--- config.mk ---
export PLATFORM = sky130hd
export DESIGN_NAME = std_sram_64d128x_port_ctrl_flat
export DESIGN_NICKNAME = d
export VERILOG_FILES = /design/src/rtl/std_sram_64d128x_port_ctrl_if.sv /design/src/rtl/std_sram_64d128x_port_ctrl.sv /design/src/flat_wrapper.sv
export SDC_FILE = /design/constraint.sdc
export NUM_CORES = 1
export LEC_CHECK = 0
export ABC_AREA = 1
export BUFFER_PORTS_ARGS = -buffer_cell sky130_fd_sc_hd__buf_4
export CELL_PAD_IN_SITES_DETAIL_PLACEMENT = 0
export CELL_PAD_IN_SITES_GLOBAL_PLACEMENT = 1
export CORE_AREA = 2 2 311 313
export DETAILED_ROUTE_END_ITERATION = 10
export DIE_AREA = 0 0 313 315
export PLACE_DENSITY = 0.55
export REMOVE_ABC_BUFFERS = 1
export SYNTH_ARGS = -nofsm -noshare
export SYNTH_HDL_FRONTEND = slang
export SYNTH_SLANG_ARGS = --single-unit
--- constraint.sdc ---
create_clock -name clk -period 18.97 [get_ports clk]
set_input_delay 5.691 -clock clk [delete_from_list [all_inputs] [get_ports clk]]
set_output_delay 5.691 -clock clk [all_outputs]
set_load 0.005 [all_outputs]
--- src/rtl/std_sram_64d128x_port_ctrl_if.sv ---
// ---------------------------------------------------------------------------
// std_sram_64d128x_port_ctrl_if
// Bundles the three channels of the SRAM port controller:
//   request  : req_valid/req_ready handshake, req_write, req_addr,
//              req_wdata, req_wmask (per-bit write enable)
//   response : rsp_valid/rsp_ready handshake, rsp_rdata (read data)
//   sram     : sram_en, sram_we, sram_addr, sram_bwe, sram_din towards the
//              64x128 wrapper, sram_dout back from it (1-cycle read latency)
// Modports:
//   slave  - the controller
//   master - the environment (requester, response consumer, SRAM wrapper)
// ---------------------------------------------------------------------------
interface std_sram_64d128x_port_ctrl_if;
    logic         req_valid;
    logic         req_ready;
    logic         req_write;
    logic [5:0]   req_addr;
    logic [127:0] req_wdata;
    logic [127:0] req_wmask;

    logic         rsp_valid;
    logic         rsp_ready;
    logic [127:0] rsp_rdata;

    logic         sram_en;
    logic         sram_we;
    logic [5:0]   sram_addr;
    logic [127:0] sram_bwe;
    logic [127:0] sram_din;
    logic [127:0] sram_dout;

    modport slave (
        input  req_valid, req_write, req_addr, req_wdata, req_wmask,
        input  rsp_ready, sram_dout,
        output req_ready, rsp_valid, rsp_rdata,
        output sram_en, sram_we, sram_addr, sram_bwe, sram_din
    );

    modport master (
        output req_valid, req_write, req_addr, req_wdata, req_wmask,
        output rsp_ready, sram_dout,
        input  req_ready, rsp_valid, rsp_rdata,
        input  sram_en, sram_we, sram_addr, sram_bwe, sram_din
    );
endinterface

--- src/rtl/std_sram_64d128x_port_ctrl.sv ---
// ---------------------------------------------------------------------------
// std_sram_64d128x_port_ctrl
// Request/response front-end for the single-port 64x128 bit-write-enable
// SRAM wrapper. Accepted requests are issued to the SRAM combinationally in
// the acceptance cycle; read data returns one cycle later and is captured in
// a RSP_DEPTH-entry response FIFO that feeds the response channel in request
// order. Writes produce no response.
// Ports:
//   clk   - single rising-edge clock
//   reset - asynchronous active-high reset
//   bus   - request, response and SRAM channels (slave modport)
// Parameters:
//   RSP_DEPTH - response FIFO entries (>=2; >=3 sustains one read per cycle)
// ---------------------------------------------------------------------------
module std_sram_64d128x_port_ctrl #(
    parameter int RSP_DEPTH = 3
) (
    input  logic                           clk,
    input  logic                           reset,
    std_sram_64d128x_port_ctrl_if.slave    bus
);
    localparam int DATA_W = 128;
    localparam int CNT_W  = $clog2(RSP_DEPTH + 1);
    localparam int PTR_W  = (RSP_DEPTH > 1) ? $clog2(RSP_DEPTH) : 1;

    localparam logic [CNT_W:0]   DEPTH_CREDIT = (CNT_W + 1)'(RSP_DEPTH);
    localparam logic [CNT_W-1:0] DEPTH_CNT    = CNT_W'(RSP_DEPTH);
    localparam logic [PTR_W-1:0] LAST_PTR     = PTR_W'(RSP_DEPTH - 1);

    logic                 rd_inflight;
    logic [CNT_W-1:0]     fifo_count;
    logic [PTR_W-1:0]     wr_ptr;
    logic [PTR_W-1:0]     rd_ptr;
    logic [DATA_W-1:0]    fifo_mem [RSP_DEPTH];

    logic [CNT_W:0]       credit_used;
    logic                 req_ready;
    logic                 accept;
    logic                 accept_rd;
    logic                 push;
    logic                 pop;
    logic                 rsp_valid;

    // Pointers wrap at RSP_DEPTH, which need not be a power of two.
    function automatic logic [PTR_W-1:0] next_ptr(input logic [PTR_W-1:0] p);
        return (p == LAST_PTR) ? '0 : p + PTR_W'(1);
    endfunction

    // Read credit covers both stored entries and the read whose data is
    // still on its way out of the SRAM, so a push can never find the FIFO
    // full. Writes need no credit and are always ready.
    always_comb begin
        credit_used = {1'b0, fifo_count} + {{CNT_W{1'b0}}, rd_inflight};
        req_ready   = !reset && (bus.req_write || (credit_used < DEPTH_CREDIT));
        accept      = bus.req_valid && req_ready;
        accept_rd   = accept && !bus.req_write;
        rsp_valid   = (fifo_count != '0);
        push        = rd_inflight;
        pop         = rsp_valid && bus.rsp_ready;
    end

    assign bus.req_ready = req_ready;
    assign bus.rsp_valid = rsp_valid;
    assign bus.rsp_rdata = fifo_mem[rd_ptr];

    // Issue happens in the acceptance cycle; sram_en is gated by req_ready,
    // which is low during reset, so a reset kills any access immediately.
    assign bus.sram_en   = accept;
    assign bus.sram_we   = bus.req_write;
    assign bus.sram_addr = bus.req_addr;
    assign bus.sram_din  = bus.req_wdata;
    assign bus.sram_bwe  = bus.req_write ? bus.req_wmask : '0;

    // Stage 0 -> 1: read issued, data appears on sram_dout next cycle.
    always_ff @(posedge clk or posedge reset) begin
        if (reset) begin
            rd_inflight <= 1'b0;
        end else begin
            rd_inflight <= accept_rd;
        end
    end

    // Stage 1 -> 2: capture read data into the response FIFO.
    always_ff @(posedge clk or posedge reset) begin
        if (reset) begin
            wr_ptr     <= '0;
            rd_ptr     <= '0;
            fifo_count <= '0;
        end else begin
            if (push) wr_ptr <= next_ptr(wr_ptr);
            if (pop)  rd_ptr <= next_ptr(rd_ptr);
            unique case ({push, pop})
                2'b10:   fifo_count <= fifo_count + CNT_W'(1);
                2'b01:   fifo_count <= fifo_count - CNT_W'(1);
                default: fifo_count <= fifo_count;
            endcase
        end
    end

    always_ff @(posedge clk) begin
        if (push) fifo_mem[wr_ptr] <= bus.sram_dout;
    end

    a_no_overflow: assert property (@(posedge clk) disable iff (reset)
        !(push && !pop && (fifo_count == DEPTH_CNT)));

    a_no_underflow: assert property (@(posedge clk) disable iff (reset)
        !(pop && (fifo_count == '0)));

    a_credit_bound: assert property (@(posedge clk) disable iff (reset)
        credit_used <= DEPTH_CREDIT);

endmodule

--- src/flat_wrapper.sv ---
// flat-port wrapper written by rule: the top's interface ports become plain ports
module std_sram_64d128x_port_ctrl_flat 
#(
    parameter int RSP_DEPTH = 3
)
  (clk, reset, bus_req_valid, bus_req_write, bus_req_addr, bus_req_wdata, bus_req_wmask, bus_rsp_ready, bus_sram_dout, bus_req_ready, bus_rsp_valid, bus_rsp_rdata, bus_sram_en, bus_sram_we, bus_sram_addr, bus_sram_bwe, bus_sram_din);
  std_sram_64d128x_port_ctrl_if bus_i ();
  input  logic clk;
  input  logic reset;
  input wire logic [$bits(bus_i.req_valid)-1:0] bus_req_valid;
  input wire logic [$bits(bus_i.req_write)-1:0] bus_req_write;
  input wire logic [$bits(bus_i.req_addr)-1:0] bus_req_addr;
  input wire logic [$bits(bus_i.req_wdata)-1:0] bus_req_wdata;
  input wire logic [$bits(bus_i.req_wmask)-1:0] bus_req_wmask;
  input wire logic [$bits(bus_i.rsp_ready)-1:0] bus_rsp_ready;
  input wire logic [$bits(bus_i.sram_dout)-1:0] bus_sram_dout;
  output wire logic [$bits(bus_i.req_ready)-1:0] bus_req_ready;
  output wire logic [$bits(bus_i.rsp_valid)-1:0] bus_rsp_valid;
  output wire logic [$bits(bus_i.rsp_rdata)-1:0] bus_rsp_rdata;
  output wire logic [$bits(bus_i.sram_en)-1:0] bus_sram_en;
  output wire logic [$bits(bus_i.sram_we)-1:0] bus_sram_we;
  output wire logic [$bits(bus_i.sram_addr)-1:0] bus_sram_addr;
  output wire logic [$bits(bus_i.sram_bwe)-1:0] bus_sram_bwe;
  output wire logic [$bits(bus_i.sram_din)-1:0] bus_sram_din;
  assign bus_i.req_valid = bus_req_valid;
  assign bus_i.req_write = bus_req_write;
  assign bus_i.req_addr = bus_req_addr;
  assign bus_i.req_wdata = bus_req_wdata;
  assign bus_i.req_wmask = bus_req_wmask;
  assign bus_i.rsp_ready = bus_rsp_ready;
  assign bus_i.sram_dout = bus_sram_dout;
  assign bus_req_ready = bus_i.req_ready;
  assign bus_rsp_valid = bus_i.rsp_valid;
  assign bus_rsp_rdata = bus_i.rsp_rdata;
  assign bus_sram_en = bus_i.sram_en;
  assign bus_sram_we = bus_i.sram_we;
  assign bus_sram_addr = bus_i.sram_addr;
  assign bus_sram_bwe = bus_i.sram_bwe;
  assign bus_sram_din = bus_i.sram_din;
  std_sram_64d128x_port_ctrl #(.RSP_DEPTH(RSP_DEPTH)) u_core (.clk(clk), .reset(reset), .bus(bus_i));
endmodule
; Yosys cells after proc, flatten, opt, wreduce, memory -nomap -nowiden
; Memories as Yosys holds them, arrays and structs flattened.
; Index checks and enable logic that the tools add are counted.
[op_classes]
addsub = 5
order_cmp = 1
n_eq_ne = 4
mux = 6
reduce_logical = 9
[op_table]
columns = cell, n
row1 = two-way mux 128 bit, 1
row2 = adder 2 x 1 -> 2 bit (second input constant), 3
row3 = == test 2 bit (second input constant), 3
row4 = logical AND 1 bit, 4
row5 = two-way mux 2 bit, 2
row6 = one-hot mux 2 bit (2 select lines), 1
row7 = nonzero test 2 bit, 2
row8 = adder 2 x 1 -> 3 bit, 1
row9 = less-than comparator 3 x 2 -> 1 bit (second input constant), 1
row10 = == test 2 x 1 -> 1 bit (second input constant), 1
row11 = logical NOT 1 bit, 2
row12 = two-way mux 1 bit, 2
row13 = subtractor 2 x 1 -> 2 bit (second input constant), 1
row14 = logical OR 1 bit, 1
[totals]
regBits = 7
ram_bits = 384
in_bits = 395
output_inout_bits = 394
mem_count = 1
[mem_list]
columns = memory, depth, width, read_ports, rd_clocked_by_memory_dff, write_ports, line
row1 = u_core.fifo_mem, 3, 128, 1, 0, 1, std_sram_64d128x_port_ctrl.sv:34  ; logic [DATA_W-1:0] fifo_mem [RSP_DEPTH];

; Logic depth before layout (Yosys ltp)
; Gate-level depths: netlist of the first run.
[depth]
depth_word = 6
depth_mapped = 10

; Worst setup path before layout of the first run
; Ideal clock, no wire load.
[synth_timing]
path_type = input -> output
from = input port bus_req_write
to = output port bus_sram_bwe[0]
arrival_time_ps = 6216
setup_slack_ps = 7063
path_stages = 4
path_buffers = 2
path_cell_list = clkbuf_1 -> buf_2 -> nand2_1 -> inv_1
[synth_between]
elab_chain_cells = 1
[synth_rtl]
columns = item, line
row1 = "start, declared", flat_wrapper.sv:11  ; input wire logic [$bits(bus_i.req_write)-1:0] bus_req_write;
row2 = two-way mux 128 bit, std_sram_64d128x_port_ctrl.sv:72  ; assign bus.sram_bwe = bus.req_write ? bus.req_wmask : '0;
row3 = "end, declared", flat_wrapper.sv:23  ; output wire logic [$bits(bus_i.sram_bwe)-1:0] bus_sram_bwe;
; No other way between the ends.

; Final worst setup path of the first run
[layout_timing]
from = input port bus_req_write
to = output port bus_req_ready
[layout_between]
elab_chain_cells = 2
[layout_rtl]
columns = item, line
row1 = logical OR 1 bit, std_sram_64d128x_port_ctrl.sv:54  ; req_ready = !reset && (bus.req_write || (credit_used < DEPTH_CREDIT));
row2 = logical AND 1 bit, std_sram_64d128x_port_ctrl.sv:54
row3 = "end, declared", flat_wrapper.sv:17  ; output wire logic [$bits(bus_i.req_ready)-1:0] bus_req_ready;
; No other way between the ends.

==> metrics.txt, run 1 <==
status finished clean; Yosys warning total 0; Clk pwr share 32.7%; combinational family with the most area after synthesis simple AND/OR/NAND/NOR gates; cell taking the most area after synthesis edfxtp_1; CTS tree yes; DP Cell Count 3016; drt pass-1 iters 5; sequential area share after synthesis 72.0%; total gr overflow 0; Post-DP HPWL 69300 um; Worst Hold Path Cells 2; Post-Synth Adder-Cell Area 0.231%; Slew HR 23.9%; worst hold slack 0.514 ns; Crit. End Element primary output; post-synthesis mux area share 0%; P&R area growth vs syn 36.6%; hold_buf cts 0; Mapped Area 16300 um^2; vias 11.7k; clk_lat worst skew 0.58 ns; post-synthesis compound-gate area fraction 0.0923%; die width 313 um; Worst Hold Class flip-flop to flip-flop; Sw Pwr 0.000917 W; Setup TNS 0 ns; number of port buffers 520; Post-CTS Repair Setup Buffers 0; crit path DAT 7.48 ns; die area 98600 um^2; Core ar. 95700 um^2; Total Routed Length 89600 um; per-cell routed wire length 28.9 um; Least-Margin Pin Slew 1.14 ns; Slew Limit Fails 0; Global Route Usage Sum 17.5%; antenna violations before repair 12; reg2reg path depth 5; CP Cell Sequence buf_4 > buf_4 > inv_1 > nand2_1 > nand2_1 > inv_1 > buf_4; slowest cell delay on critical path 0.58 ns; setup violators final 0; synthesized area per cell 11.6 um^2; Pwr Density 128 nW/um^2; Clock Tree Root clkbuf_16; Comb power frac 31.0%; fin crit share 69.4%; CP max stage cell buf_4; Worst path top cell family by delay buffers and inverters; Synth Area in XOR/XNOR 0.0539%; largest net degree at the start of global routing 129; first-pass GRT wire length 114000 um; startpoint types primary input; area fraction of the dominant cell type after synthesis 70.9%; Starting Density 17.0%; share of layout cells above drive strength 1 33.4%; clk buf depth 3; worst path bufs/invs 5; TritonCTS Buffers 45; number of global-route vias before repair 11.3k; clock sink count 391; commonest non-fill, non-tap cell in the layout buf_4; most used cell, CP buf_4; chip height 315 um; worst-path maximum fanout 69; CP Class primary input to primary output; skew final 0.0253 ns; DR DRC count 0; max-cap viol count 0; commonest non-fill, non-tap cells in the layout buf_4, nand2_1, edfxtp_1, inv_1, nand3_1; top achievable clock speed 75.9 MHz; Iter 0 DRT Violations 884; Worst Path Required 13.28 ns; Reg power frac 36.2%; ANT nets after route 0; cts repair resizes 0; Hold Violations, Final 0; Sw Ratio 32.3%; RSZ-0062 raised after global routing false; Final Net Count 2185; Worst path depth 7; Pint 0.00192 W; # IOs 789; simple-gate share of the synthesized area 16.4%; Synth area leaders edfxtp_1, nand2_1, buf_4; Layout Cells excl Fill 3103; reg-to-reg slack, setup 16.08 ns; Leakage 9.52 nW; Cell Rows 114; #FFs+latches synth 391; Cell variety after synth 16; clock slew seen by the registers of the worst setup and hold paths 0.06 ns; H-tree levels 2; Mapped Cells 1399; GP Congestion 0.956; VDD IR max 0.0961 mV; Vias/cell 3.78; Tmin final 13.17 ns
==> state kept, by name (all words and copies together), names as in the netlist <==
register,cells
u_core.wr_ptr,2
u_core.fifo_mem,384
u_core.rd_ptr,2
u_core.push,1
u_core.fifo_count,2
==> synth_stat cells <==
cell and n:
buf_2 41, nand3_1 131, o21ai_0 2, edfxtp_1 384
inv_1 145, nor2_1 3, a21oi_1 1, nor3_1 1
clkbuf_1 11, buf_4 138, nand2_1 528, dfrtp_1 7
nand4_1 2, buf_1 1, xnor2_1 1, ha_1 3
==> cell type report <==
cell class	count	area [um^2]
clock buffer	47	1150
fill	10200	73500
timing repair buffer	532	4010
clock inverter	34	440
inverter	145	554
multi-input combinational	672	2750
antenna	6	15.0
sequential	391	11700
tap	1276	1600
==> power by group through the flow <==
| stage | Clock [W] | Combinational [W] | Sequential, W |
|---|---|---|---|
| 2_1_floorplan | 0 | 0.000351 | 0.00106 |
| 3_3_place_gp | 0 | 0.000908 | 0.00104 |
| 3_5_place_dp | 0 | 0.000916 | 0.00105 |
| 4_1_cts | 0.000956 | 0.000919 | 0.00103 |
| 5_1_grt | 0.000988 | 0.000970 | 0.00103 |
| 6_report | 0.000928 | 0.000881 | 0.00103 |
==> metal layers <==
metal | global-route usage (%) | share of wire [%] | vias to the layer above
met5 | 5.95 | 0.98 | -
met4 | 3.63 | 1.8 | 26
met3 | 15.5 | 19 | 93
met2 | 26.1 | 43 | 817
met1 | 18.0 | 35 | 5573
li1 | - | - | 5221
==> final timing paths <==
check / startpoint / endpoint
setup / recovery: bus_req_write / bus_req_ready
hold / removal: u_core.fifo_count[1] / u_core.fifo_count[1]
setup reg to reg: u_core.wr_ptr[1] / u_core.fifo_mem[0][115]
hold reg to reg: u_core.fifo_count[1] / u_core.fifo_count[1]
max in group asynchronous: reset / u_core.rd_ptr[1]
min in group asynchronous: reset / u_core.wr_ptr[0]
==> tightest hold or removal path, delay by kind of cell, from the launching register on <==
kind,cells,cell delay (ns)
simple gates,2,0.11
flops,1,0.37
==> metrics by stage <==
stage          total power, W  util [%]  setup WS (ns)  cell area [um^2]
6_report              0.00284      23.2           5.80             22200
5_1_grt               0.00299      23.2           5.53             22200
2_1_floorplan         0.00141         -           7.18             15000
3_3_place_gp          0.00195      21.5           5.76             20600
4_1_cts               0.00290      23.2           5.75             22200
3_5_place_dp          0.00196      21.5           5.76             20600
==> cells by family after synthesis <==
group           count (synthesis)
compound gates                  3
simple gates                  665
buf+inv                       336
xor+xnor                        1
flops                         391
fa+ha+maj                       3
Power figures use the tool's default switching activity.
==> inputs of run 2 (changes only) <==
Settings changed: PLACE_DENSITY 0.55 to 0.57.
Clock period 18.97 ns to 11.75 ns, I/O delays scaled along.
==> run 2 against run 1 <==
Compared with the run above: sequential power increased by 63%; die area unchanged; clock skew decreased by 0.012 ns; non-clock buffer count decreased by 4; global-route usage increased by 0.11 points; critical path depth decreased by 1; clock power increased by 42%.
==> metrics.txt, run 2 (synthesis gave the netlist of run 1 again) <==
GP Congestion 0.944; commonest non-fill, non-tap cells in the layout nand2_1, buf_4, edfxtp_1, inv_1, nand3_1; Global Route Usage Sum 17.6%; ANT nets after route 0; # IOs 789; Setup TNS 0 ns; cts repair resizes 0; min-delay src u_core.fifo_count[1]; Slew Limit Fails 0; Final Cell Area 22000 um^2; first-pass GRT wire length 114000 um; placed cell areas 20600 um^2; Least-Margin Pin Slew 1.21 ns; setup violators final 0; Comb power frac 32.2%; Final Net Count 2180; max reg flops 384; Hold Violations, Final 0; DR DRC count 0; H-tree levels 2; Iter 0 DRT Violations 758; fin crit share 76.7%; Core ar. 95700 um^2; number of global-route vias before repair 11.4k; Crit. End Element primary output; Reg power frac 37.9%; total gr overflow 0; clock sink count 391; max-cap viol count 0; top achievable clock speed 111 MHz; TritonCTS Buffers 44; RSZ-0062 raised after global routing false; Post-CTS Repair Setup Buffers 0; die width 313 um; drt pass-1 iters 6; P&R area growth vs syn 35.1%; Sw Ratio 33.4%; hold_buf cts 0; Sw Pwr 0.00148 W; Worst Path Required 8.23 ns; Vias/cell 3.81; largest net degree at the start of global routing 131; antenna violations before repair 11; startpoint types primary input; Slew HR 19.0%; VDD IR max 0.127 mV; worst hold slack 0.526 ns; reg-to-reg startpoint u_core.wr_ptr[1]; worst-path maximum fanout 130; Total Routed Length 90400 um; clock slew seen by the registers of the worst setup and hold paths 0.05 ns; Most flops, register u_core.fifo_mem; status finished clean; number of port buffers 520; Starting Density 17.0%; Pwr Density 202 nW/um^2; Cell Rows 114; chip height 315 um; commonest non-fill, non-tap cell in the layout nand2_1; clk buf depth 3; Leakage 9.39 nW; clk_lat worst skew 0.57 ns; Clock Tree Root clkbuf_16; Clk pwr share 29.8%; share of layout cells above drive strength 1 32.8%; crit path DAT 5.48 ns; per-cell routed wire length 29.3 um; Power Total 0.00444 W; vias 11.8k; Tmin final 9.01 ns; Worst Hold Class flip-flop to flip-flop; CTS tree yes; crit path launch bus_req_write; CP Class primary input to primary output; die area 98600 um^2; skew final 0.0128 ns; Post-DP HPWL 70100 um; Pint 0.00296 W
run 2: cell count changes in the layout (fill, tap and decap cells not counted):
cell        delta
bufinv_16      -5
inv_8          -1
clkinv_16      -1
clkinv_4       +2
clkinv_1       +1
clkinvlp_4     -1
clkbuf_16      -2
buf_4          -4
diode_2        -4
clkbuf_1       +4
inv_16         +1
clkinv_2       -5
run 2: layout make-up:
cell class,instances,area (um^2)
Clock inverter,25,258
Multi-Input combinational cell,672,2750
Inverter,145,554
Antenna cell,2,5.00
Clock buffer,49,1120
Fill cell,10200,73700
Tap cell,1276,1600
Sequential cell,391,11700
Timing Repair Buffer,528,3980
run 2: critical path, cell delays in order:
cell and delay (ns):
buf_4 0.88, inv_1 0.14, nand2_1 0.11, nand2_1 0.10, nor2_1 0.49, buf_4 0.22
run 2: final timing paths:
path | end | slack, ns | depth (start not counted)
worst max-delay path | bus_sram_en | 2.74 | 6
worst min-delay path | u_core.fifo_count[1] | 0.53 | 2
worst max register to register | u_core.fifo_mem[0][54] | 9.19 | 4
worst min register to register | u_core.fifo_count[1] | 0.53 | 2
max in group asynchronous | u_core.rd_ptr[1] | 8.48 | 2
min in group asynchronous | u_core.rd_ptr[1] | 2.95 | 2
run 2: per-stage QoR:
stage | worst slack, ns | std cells | utilization (%)
6_report | 2.74 | 3088 | 23.0
2_1_floorplan | 1.85 | 1208 | -
3_5_place_dp | 2.65 | 3012 | 21.5
5_1_grt | 2.59 | 3087 | 22.9
4_1_cts | 2.64 | 3086 | 22.9
3_3_place_gp | 2.63 | 3012 | 21.5
run 2: layer usage:
layer	vias to the layer above	wire (um)	global-route usage (%)
met5	-	864	5.66
met4	26	1380	2.98
met3	109	18000	16.5
met2	809	39300	26.9
met1	5627	30800	17.3
li1	5206	-	-
run 2: power groups by stage:
stage / registers [W] / logic [W] / clock network (W)
finish: 0.00168 / 0.00143 / 0.00132
global route: 0.00169 / 0.00155 / 0.00142
CTS: 0.00169 / 0.00147 / 0.00137
detailed placement: 0.00172 / 0.00147 / 0
global placement: 0.00171 / 0.00146 / 0
floorplan: 0.00172 / 0.000566 / 0
